### src/rtl/core_pkg.sv
// Shared encodings for the RV32I core front end: next-PC select codes,
// canonical NOP, and the fetch FSM state type.
package core_pkg;

  localparam logic [1:0]  BR_PC4    = 2'b00;
  localparam logic [1:0]  BR_PCIMM  = 2'b01;
  localparam logic [1:0]  BR_IMMRS1 = 2'b10;

  localparam logic [31:0] NOP_INSTR = 32'h0000_0013;

  typedef enum logic [1:0] {
    IDLE = 2'b00,
    WAIT = 2'b01,
    HOLD = 2'b10
  } fetch_state_e;

endpackage

### src/rtl/if_id_reg.sv
// IF/ID pipeline register: loads {pc, instr, valid} on enable, or a NOP
// bubble when flush accompanies the load.
module if_id_reg
  import core_pkg::*;
(
  input  logic        clk,
  input  logic        rst_n,
  input  logic        load,
  input  logic        flush,
  input  logic [31:0] pcIn,
  input  logic [31:0] instrIn,
  output logic [31:0] IFID_pc,
  output logic [31:0] IFID_instr,
  output logic        IFID_valid
);

  logic [31:0] pc_r;
  logic [31:0] instr_r;
  logic        valid_r;

  // Pipeline register; a flushed slot keeps its pc but carries a NOP marked invalid.
  always_ff @(posedge clk) begin
    if (!rst_n) begin
      pc_r    <= 32'h0000_0000;
      instr_r <= NOP_INSTR;
      valid_r <= 1'b0;
    end else if (load) begin
      pc_r <= pcIn;
      if (flush) begin
        instr_r <= NOP_INSTR;
        valid_r <= 1'b0;
      end else begin
        instr_r <= instrIn;
        valid_r <= 1'b1;
      end
    end else begin
      pc_r    <= pc_r;
      instr_r <= instr_r;
      valid_r <= valid_r;
    end
  end

  assign IFID_pc    = pc_r;
  assign IFID_instr = instr_r;
  assign IFID_valid = valid_r;

endmodule

### src/rtl/fetch_unit.sv
// Instruction-fetch stage: PC, single-outstanding imem request FSM, load-use
// hold buffer, and the IF/ID register.
module fetch_unit
  import core_pkg::*;
#(
  parameter logic [31:0] RESET_PC = 32'h0000_0000
) (
  input  logic        clk,
  input  logic        rst_n,
  input  logic [1:0]  BranchCtrl,
  input  logic [31:0] pc_imm_target,
  input  logic [31:0] rs1_imm_target,
  input  logic        PCWrite,
  input  logic        IFID_RegWrite,
  input  logic        InstrFlush,
  output logic        im_req,
  output logic [31:0] im_addr,
  input  logic        im_valid,
  input  logic [31:0] im_rdata,
  output logic        fetch_stall,
  output logic [31:0] IFID_pc,
  output logic [31:0] IFID_instr,
  output logic        IFID_valid
);

  fetch_state_e state_r;
  fetch_state_e nextState_s;
  logic [31:0]  pc_r;
  logic [31:0]  nextPc_s;
  logic [31:0]  holdPc_r;
  logic [31:0]  holdInstr_r;
  logic         holdLoad_s;

  logic         advance_s;
  logic         redirect_s;
  logic [31:0]  fetchPc_s;
  logic [31:0]  fetchInstr_s;
  logic [31:0]  seqPc_s;
  logic [31:0]  target_s;
  logic         reqRaw_s;
  logic         ifidLoad_s;
  logic         ifidFlush_s;

  // Fetched word/PC source and the candidate next-PC values.
  always_comb begin
    advance_s  = ((state_r == WAIT) && im_valid) || (state_r == HOLD);
    redirect_s = (BranchCtrl == BR_PCIMM) || (BranchCtrl == BR_IMMRS1);
    if (state_r == HOLD) begin
      fetchPc_s    = holdPc_r;
      fetchInstr_s = holdInstr_r;
    end else begin
      fetchPc_s    = pc_r;
      fetchInstr_s = im_rdata;
    end
    seqPc_s = fetchPc_s + 32'd4;
    if (BranchCtrl == BR_IMMRS1) begin
      target_s = {rs1_imm_target[31:1], 1'b0};
    end else begin
      target_s = pc_imm_target;
    end
  end

  // Next-state, request and IF/ID control; redirect outranks the load-use hold.
  always_comb begin
    nextState_s = state_r;
    nextPc_s    = pc_r;
    reqRaw_s    = 1'b0;
    im_addr     = pc_r;
    ifidLoad_s  = 1'b0;
    ifidFlush_s = 1'b0;
    holdLoad_s  = 1'b0;
    case (state_r)
      IDLE: begin
        reqRaw_s    = 1'b1;
        im_addr     = pc_r;
        nextState_s = WAIT;
      end
      WAIT, HOLD: begin
        if (!advance_s) begin
          nextState_s = state_r;
        end else if (redirect_s) begin
          ifidLoad_s  = 1'b1;
          ifidFlush_s = 1'b1;
          nextPc_s    = target_s;
          reqRaw_s    = 1'b1;
          im_addr     = target_s;
          nextState_s = WAIT;
        end else if (!PCWrite && !IFID_RegWrite) begin
          holdLoad_s  = (state_r == WAIT);
          nextState_s = HOLD;
        end else begin
          ifidLoad_s  = 1'b1;
          ifidFlush_s = InstrFlush;
          nextPc_s    = seqPc_s;
          reqRaw_s    = 1'b1;
          im_addr     = seqPc_s;
          nextState_s = WAIT;
        end
      end
      default: begin
        nextState_s = IDLE;
      end
    endcase
  end

  // Nothing is requested or delivered while reset is asserted.
  assign im_req      = reqRaw_s & rst_n;
  assign fetch_stall = ~(advance_s & rst_n);

  // FSM, PC and load-use hold buffer.
  always_ff @(posedge clk) begin
    if (!rst_n) begin
      state_r     <= IDLE;
      pc_r        <= RESET_PC;
      holdPc_r    <= 32'h0000_0000;
      holdInstr_r <= 32'h0000_0000;
    end else begin
      state_r <= nextState_s;
      pc_r    <= nextPc_s;
      if (holdLoad_s) begin
        holdPc_r    <= fetchPc_s;
        holdInstr_r <= fetchInstr_s;
      end else begin
        holdPc_r    <= holdPc_r;
        holdInstr_r <= holdInstr_r;
      end
    end
  end

  if_id_reg u_ifId (
    .clk       (clk),
    .rst_n     (rst_n),
    .load      (ifidLoad_s),
    .flush     (ifidFlush_s),
    .pcIn      (fetchPc_s),
    .instrIn   (fetchInstr_s),
    .IFID_pc   (IFID_pc),
    .IFID_instr(IFID_instr),
    .IFID_valid(IFID_valid)
  );

endmodule

### config.mk
export PLATFORM = sky130hd
export DESIGN_NAME = fetch_unit
export DESIGN_NICKNAME = d
export VERILOG_FILES = /design/src/rtl/core_pkg.sv /design/src/rtl/if_id_reg.sv /design/src/rtl/fetch_unit.sv
export SDC_FILE = /design/constraint.sdc
export NUM_CORES = 1
export LEC_CHECK = 0
export BUFFER_PORTS_ARGS = -buffer_cell sky130_fd_sc_hd__buf_2
export CAP_MARGIN = 10
export CORE_MARGIN = 10
export CORE_UTILIZATION = 35
export CTS_CLUSTER_DIAMETER = 40
export DETAILED_ROUTE_END_ITERATION = 8
export SETUP_SLACK_MARGIN = 0.02
export SYNTH_ARGS = -nofsm -noshare
export SYNTH_HDL_FRONTEND = slang
export SYNTH_SLANG_ARGS = --single-unit
### constraint.sdc
create_clock -name clk -period 6.1 [get_ports clk]
set_input_delay 0.915 -clock clk [delete_from_list [all_inputs] [get_ports clk]]
set_output_delay 0.915 -clock clk [all_outputs]
set_load 0.05 [all_outputs]
## Word-level counts from Yosys, hierarchy flattened

Index checks and enable logic that the tools add are counted.

- Flip-flop bits (word level): 163
- Latch bits: 0
- Bits in writable memories: 0
- Bits in read-only memories: 0
- Input bits: 104
- Output and inout bits: 99
- Word-level logic and storage cells: 50
- Memories: 0

- $add $sub $neg: 1
- Multipliers: 0
- Div/mod/pow operators: 0
- Magnitude comparators: 0
- Equal/unequal tests: 5
- Shift operators: 0
- Muxes and demuxes: 26
- Bitwise gates (word level): 3
- Reductions and logical operators: 8

Operators with widths:

| kind | count |
|---|---|
| two-way mux 32 bit | 8 |
| adder 32 x 3 -> 32 bit, second input constant | 1 |
| two-way mux 1 bit | 13 |
| two-way mux 2 bit | 3 |
| equality test 2 x 1 -> 1 bit, second input constant | 2 |
| equality test 2 bit, second input constant | 2 |
| case mux 2 bit (2 select lines) | 1 |
| AND 1 bit | 2 |
| logical AND 1 bit | 2 |
| logical NOT 1 bit | 2 |
| logical NOT 2 bit | 1 |
| logical OR 1 bit | 2 |
| != test 2 bit, second input constant | 1 |
| case mux 1 bit (2 select lines) | 1 |
| OR reduction 2 bit | 1 |
| NOT 1 bit | 1 |

## Longest topological paths before layout

- Depth in word-level cells: 7
- Gate-level depth with buffers: 16

## By module

From an unflattened synthesis, not the netlist that was laid out.

- Cell total of the unflattened synthesis: 973
- Area, all modules: 8425.6 µm²

Modules (own cells, without submodules):

| module | times used | cells each | area an instance (µm²) |
|---|---|---|---|
| fetch_unit | 1 | 724 | 5823.1 |
| if_id_reg | 1 | 249 | 2602.5 |

## Worst setup path before layout

No wires, ideal clock.

- Path type: register to output
- Start point: reg state_r[0]
- End point: out im_addr[20]
- Data arrival time: 4.030 ns
- Data required time: 5.185 ns
- Setup slack: 1.155 ns
- Stages on the path, launching flop included: 17
- Path buffers: 6
- Cell sequence: dfxtp_1 -> inv_1 -> ha_1 -> buf_6 -> buf_2 -> buf_2 -> buf_4 -> buf_2 -> buf_4 -> mux2i_1 -> inv_1 -> ha_1 -> inv_1 -> nor4_1 -> and4_1 -> xor2_1 -> o21ai_0

- Word-level cells in the longest chain between the ends: 7

Ends and longest elaborated chain:

| item | RTL line | RTL |
|---|---|---|
| start, declared | fetch_unit.sv:26 | `fetch_state_e state_r;` |
| start signal, assigned | fetch_unit.sv:118 | `state_r <= nextState_s;` |
| equality test 2 bit | fetch_unit.sv:48 | `if (state_r == HOLD) begin` |
| two-way mux 32 bit | fetch_unit.sv:48 |  |
| net fetchPc_s[3] | fetch_unit.sv:36 | `logic [31:0] fetchPc_s;` |
| adder 32 x 3 -> 32 bit | fetch_unit.sv:55 | `seqPc_s = fetchPc_s + 32'd4;` |
| two-way mux 32 bit | - |  |
| two-way mux 32 bit | fetch_unit.sv:81 | `end else if (redirect_s) begin` |
| two-way mux 32 bit | - |  |
| two-way mux 32 bit | fetch_unit.sv:72 | `case (state_r)` |
| end, declared | fetch_unit.sv:17 | `output logic [31:0] im_addr,` |

The timed path passes the listed nets, and every way through them passes these cells.

## Worst setup path after layout

- Start point: reg state_r[0]
- End point: out im_addr[28]

- Word-level cells in the longest chain between the ends: 7

Ends and longest elaborated chain:

| item | RTL line |
|---|---|
| equality test 2 bit | fetch_unit.sv:46, fetch_unit.sv:48, fetch_unit.sv:72 |
| two-way mux 32 bit | fetch_unit.sv:48 |
| adder 32 x 3 -> 32 bit | fetch_unit.sv:55 |
| two-way mux 32 bit | - |
| two-way mux 32 bit | fetch_unit.sv:81 |
| two-way mux 32 bit | - |
| two-way mux 32 bit (*) | fetch_unit.sv:72 |

Every way passes the cells marked *; elsewhere a longest branch is shown, timed or not.

==> flow_summary.ini <==
[outcome]
status = finished, final reports clean

[clock_tree]
clock_sinks = 163
holdBufCountCts = 0
clock_latency_ns = 0.43
h-tree-depth = 4
cts_tree = built
cts-resized-gates = 0
cts_made_buffers = 17
clockBufferDepth = 2
post_cts_buffers = 0
root_buffer = clkbuf_16
path_clk_slew_ns = 0.07

[route]
drtIter0Drc = 457
viasPerCell = 5.45
vias = 7639
drc = 0
wl_um = 26700
firstDrtPassIters = 4
ant_nets = 0
wire_per_inst_um = 19.1

[sta]
finalWorstSetupSlack_ns = 1.04
min_period_ns = 5.06
tns_ns = 0
finalHoldViolations = 0
setup_violations = 0
max_freq_mhz = 197
fin_worst_skew_ns = 0.0104
slew_headroom_pct = 27.5
worst_pin_slew_ns = 1.09
rsz0062_at_grt = no
drv_slew = 0
period_share_pct = 83.0

[power]
ir_worst_vdd_mv = 0.172
design_power_total_mw = 2.56
p_per_area_mw_per_mm2 = 260
leakage_nw = 3.79

[worst_setup_path]
path_common_cell = nand3_1
r2r_setup_slack_ns = 2.50
r2r_cells = 8
path_max_fanout = 60
worstSetupStartpointType = register
path_class = register to primary output
crit_path_end_kind = primary output
arrival_ns = 4.15
critPathSlowestCell = buf_4
r2r_start = state_r[0]
cpPeakStageDelay_ns = 0.80
cp.required_ns = 5.18
r2r_end = pc_r[28]
path_cells = inv_1 -> ha_4 -> buf_4 -> mux2_2 -> nand3_1 -> nand4b_1 -> or4_1 -> nand3_1 -> buf_2

[global_routing]
grt_pass1_wl_um = 41400
grtUsageTotal_pct = 17.7
grt_pass1_vias = 7326
antenna_found_initial = 1
grt_max_degree = 93
grt.overflow.total = 0

[floorplanning]
initial_core_util_pct = 35.6
num_io_pins = 203
die_h_um = 172
die_width_um = 172
rows = 55
core_mm2 = 0.0227
dieArea_mm2 = 0.0296

[yosys]
synth_async_sr_flop_share_pct = 0
mappedNetlistNets = 1057
netlist_instances = 947
ys_seq_area_share_pct = 40.4
ys.flop_type = dfxtp_1
synth_warnings = 0
ys_ff_latch = 163
postSynthAreaPerCell_um2 = 8.53
synth_cell_types = 61
synthesis.area_mm2 = 0.00808
synth_edf_count = 0

[min_path]
hold_depth = 2
min_to = u_ifId.IFID_instr[0]
worstHoldStart = u_ifId.IFID_instr[0]
min_path_type = register to register

[placement]
hpwl_um = 18700
port-buffer-count = 201
place_congestion = 0.882
dp_slack_ns = 1.50

[layout]
nNetsFinal = 1214
diodes = 0
syn2layout_area_growth_pct = 22.2
drive_above_1_share_pct = 24.4
fillers = 2324

[run]
maxCapViolations = 0
critical path: cells and delay by family, from the launching register on:
kind                       cells  cell delay (ns)
adders and majority gates      1             0.62
and+or+nand+nor                4             1.20
buffers and inverters          3             1.20
muxes                          1             0.32
DFF                            1             0.33
registers in the layout (all words and copies together), names as in the netlist:
register	cells
holdInstr_r	32
holdPc_r	32
pc_r	32
u_ifId.IFID_valid	1
state_r	2
u_ifId.IFID_instr	32
u_ifId.IFID_pc	32
cells in the final DEF, fill, tap and decap left out, types with 10 or more instances in the layout:
master	synthesis	final
a211oi_1	79	79
a21oi_1	61	61
a31oi_1	14	14
and2_1	13	13
buf_2	10	201
buf_4	2	10
clkbuf_16	0	17
dfxtp_1	163	163
mux2_2	17	17
mux2i_1	94	94
nand2_1	37	37
nand3_1	31	29
nand4_1	13	13
nor2_1	161	161
nor3_1	45	44
o21ai_0	16	16
worst max-delay path by stage:
stage / slack (ns) / start / endpoint
3_3_place_gp: 1.49 / state_r[0] / im_addr[30]
5_1_grt: 0.87 / state_r[0] / im_addr[28]
3_5_place_dp: 1.50 / state_r[0] / im_addr[30]
2_1_floorplan: 1.16 / state_r[0] / im_addr[20]
6_report: 1.04 / state_r[0] / im_addr[28]
4_1_cts: 1.02 / state_r[0] / im_addr[28]
per-layer routing:
metal	GRT usage (%)	share of wire, %
met1	23.5	47
met2	27.0	44
met3	6.61	9.1
met4	3.19	0.52
met5	0	0
cells in the mapped netlist (14+ instances only):
master | n | area [um^2]
mux2_2 | 17 | 191
mux2i_1 | 94 | 941
nand2_1 | 37 | 139
a21oi_1 | 61 | 305
a211oi_1 | 79 | 593
a31oi_1 | 14 | 87.6
clkbuf_1 | 58 | 218
nor3_1 | 45 | 225
nor2_1 | 161 | 604
nand3_1 | 31 | 155
o21ai_0 | 16 | 80.1
dfxtp_1 | 163 | 3260
final cells by class:
cell class	instances	area, um^2	area share [%]
multi-input combinational	700	4510	45.6
sequential	163	3260	33.1
timing repair buffer	212	1100	11.2
clock buffer	18	439	4.45
tap	285	357	3.61
clock inverter	14	166	1.69
inverter	10	40.0	0.406
where the power goes:
group	switching (mW)	leakage (nW)	internal, mW
clock network	0.493	0.294	0.629
logic	0.241	2.18	0.0985
registers	0.0148	1.32	1.09
total	0.749	3.79	1.81
stage by stage:
stage                     hold slack [ns]  util (%)  cells  instance area, um^2
final                               0.473      43.5   1402                 9870
after global routing                0.508      43.5   1402                 9870
after CTS                           0.481      43.5   1402                 9870
after detailed placement            0.459      40.8   1370                 9270
after global placement              0.455      40.8   1370                 9270
after floorplan                     0.478         -    947                 8080
logic make-up (layout without fill, tap and decap cells):
| kind of cell | Yosys count | in the layout | synth area share, % |
|---|---|---|---|
| AOI/OAI and AO/OA | 232 | 232 | 19.4 |
| xor gates and xnor gates | 8 | 8 | 0.867 |
| adders and majority gates | 6 | 6 | 0.929 |
| buffers and inverters | 84 | 254 | 4.24 |
| DFF | 163 | 163 | 40.4 |
| muxes | 111 | 111 | 14.0 |
| and+or+nand+nor | 343 | 343 | 20.1 |
Power figures use the tool's default switching activity.
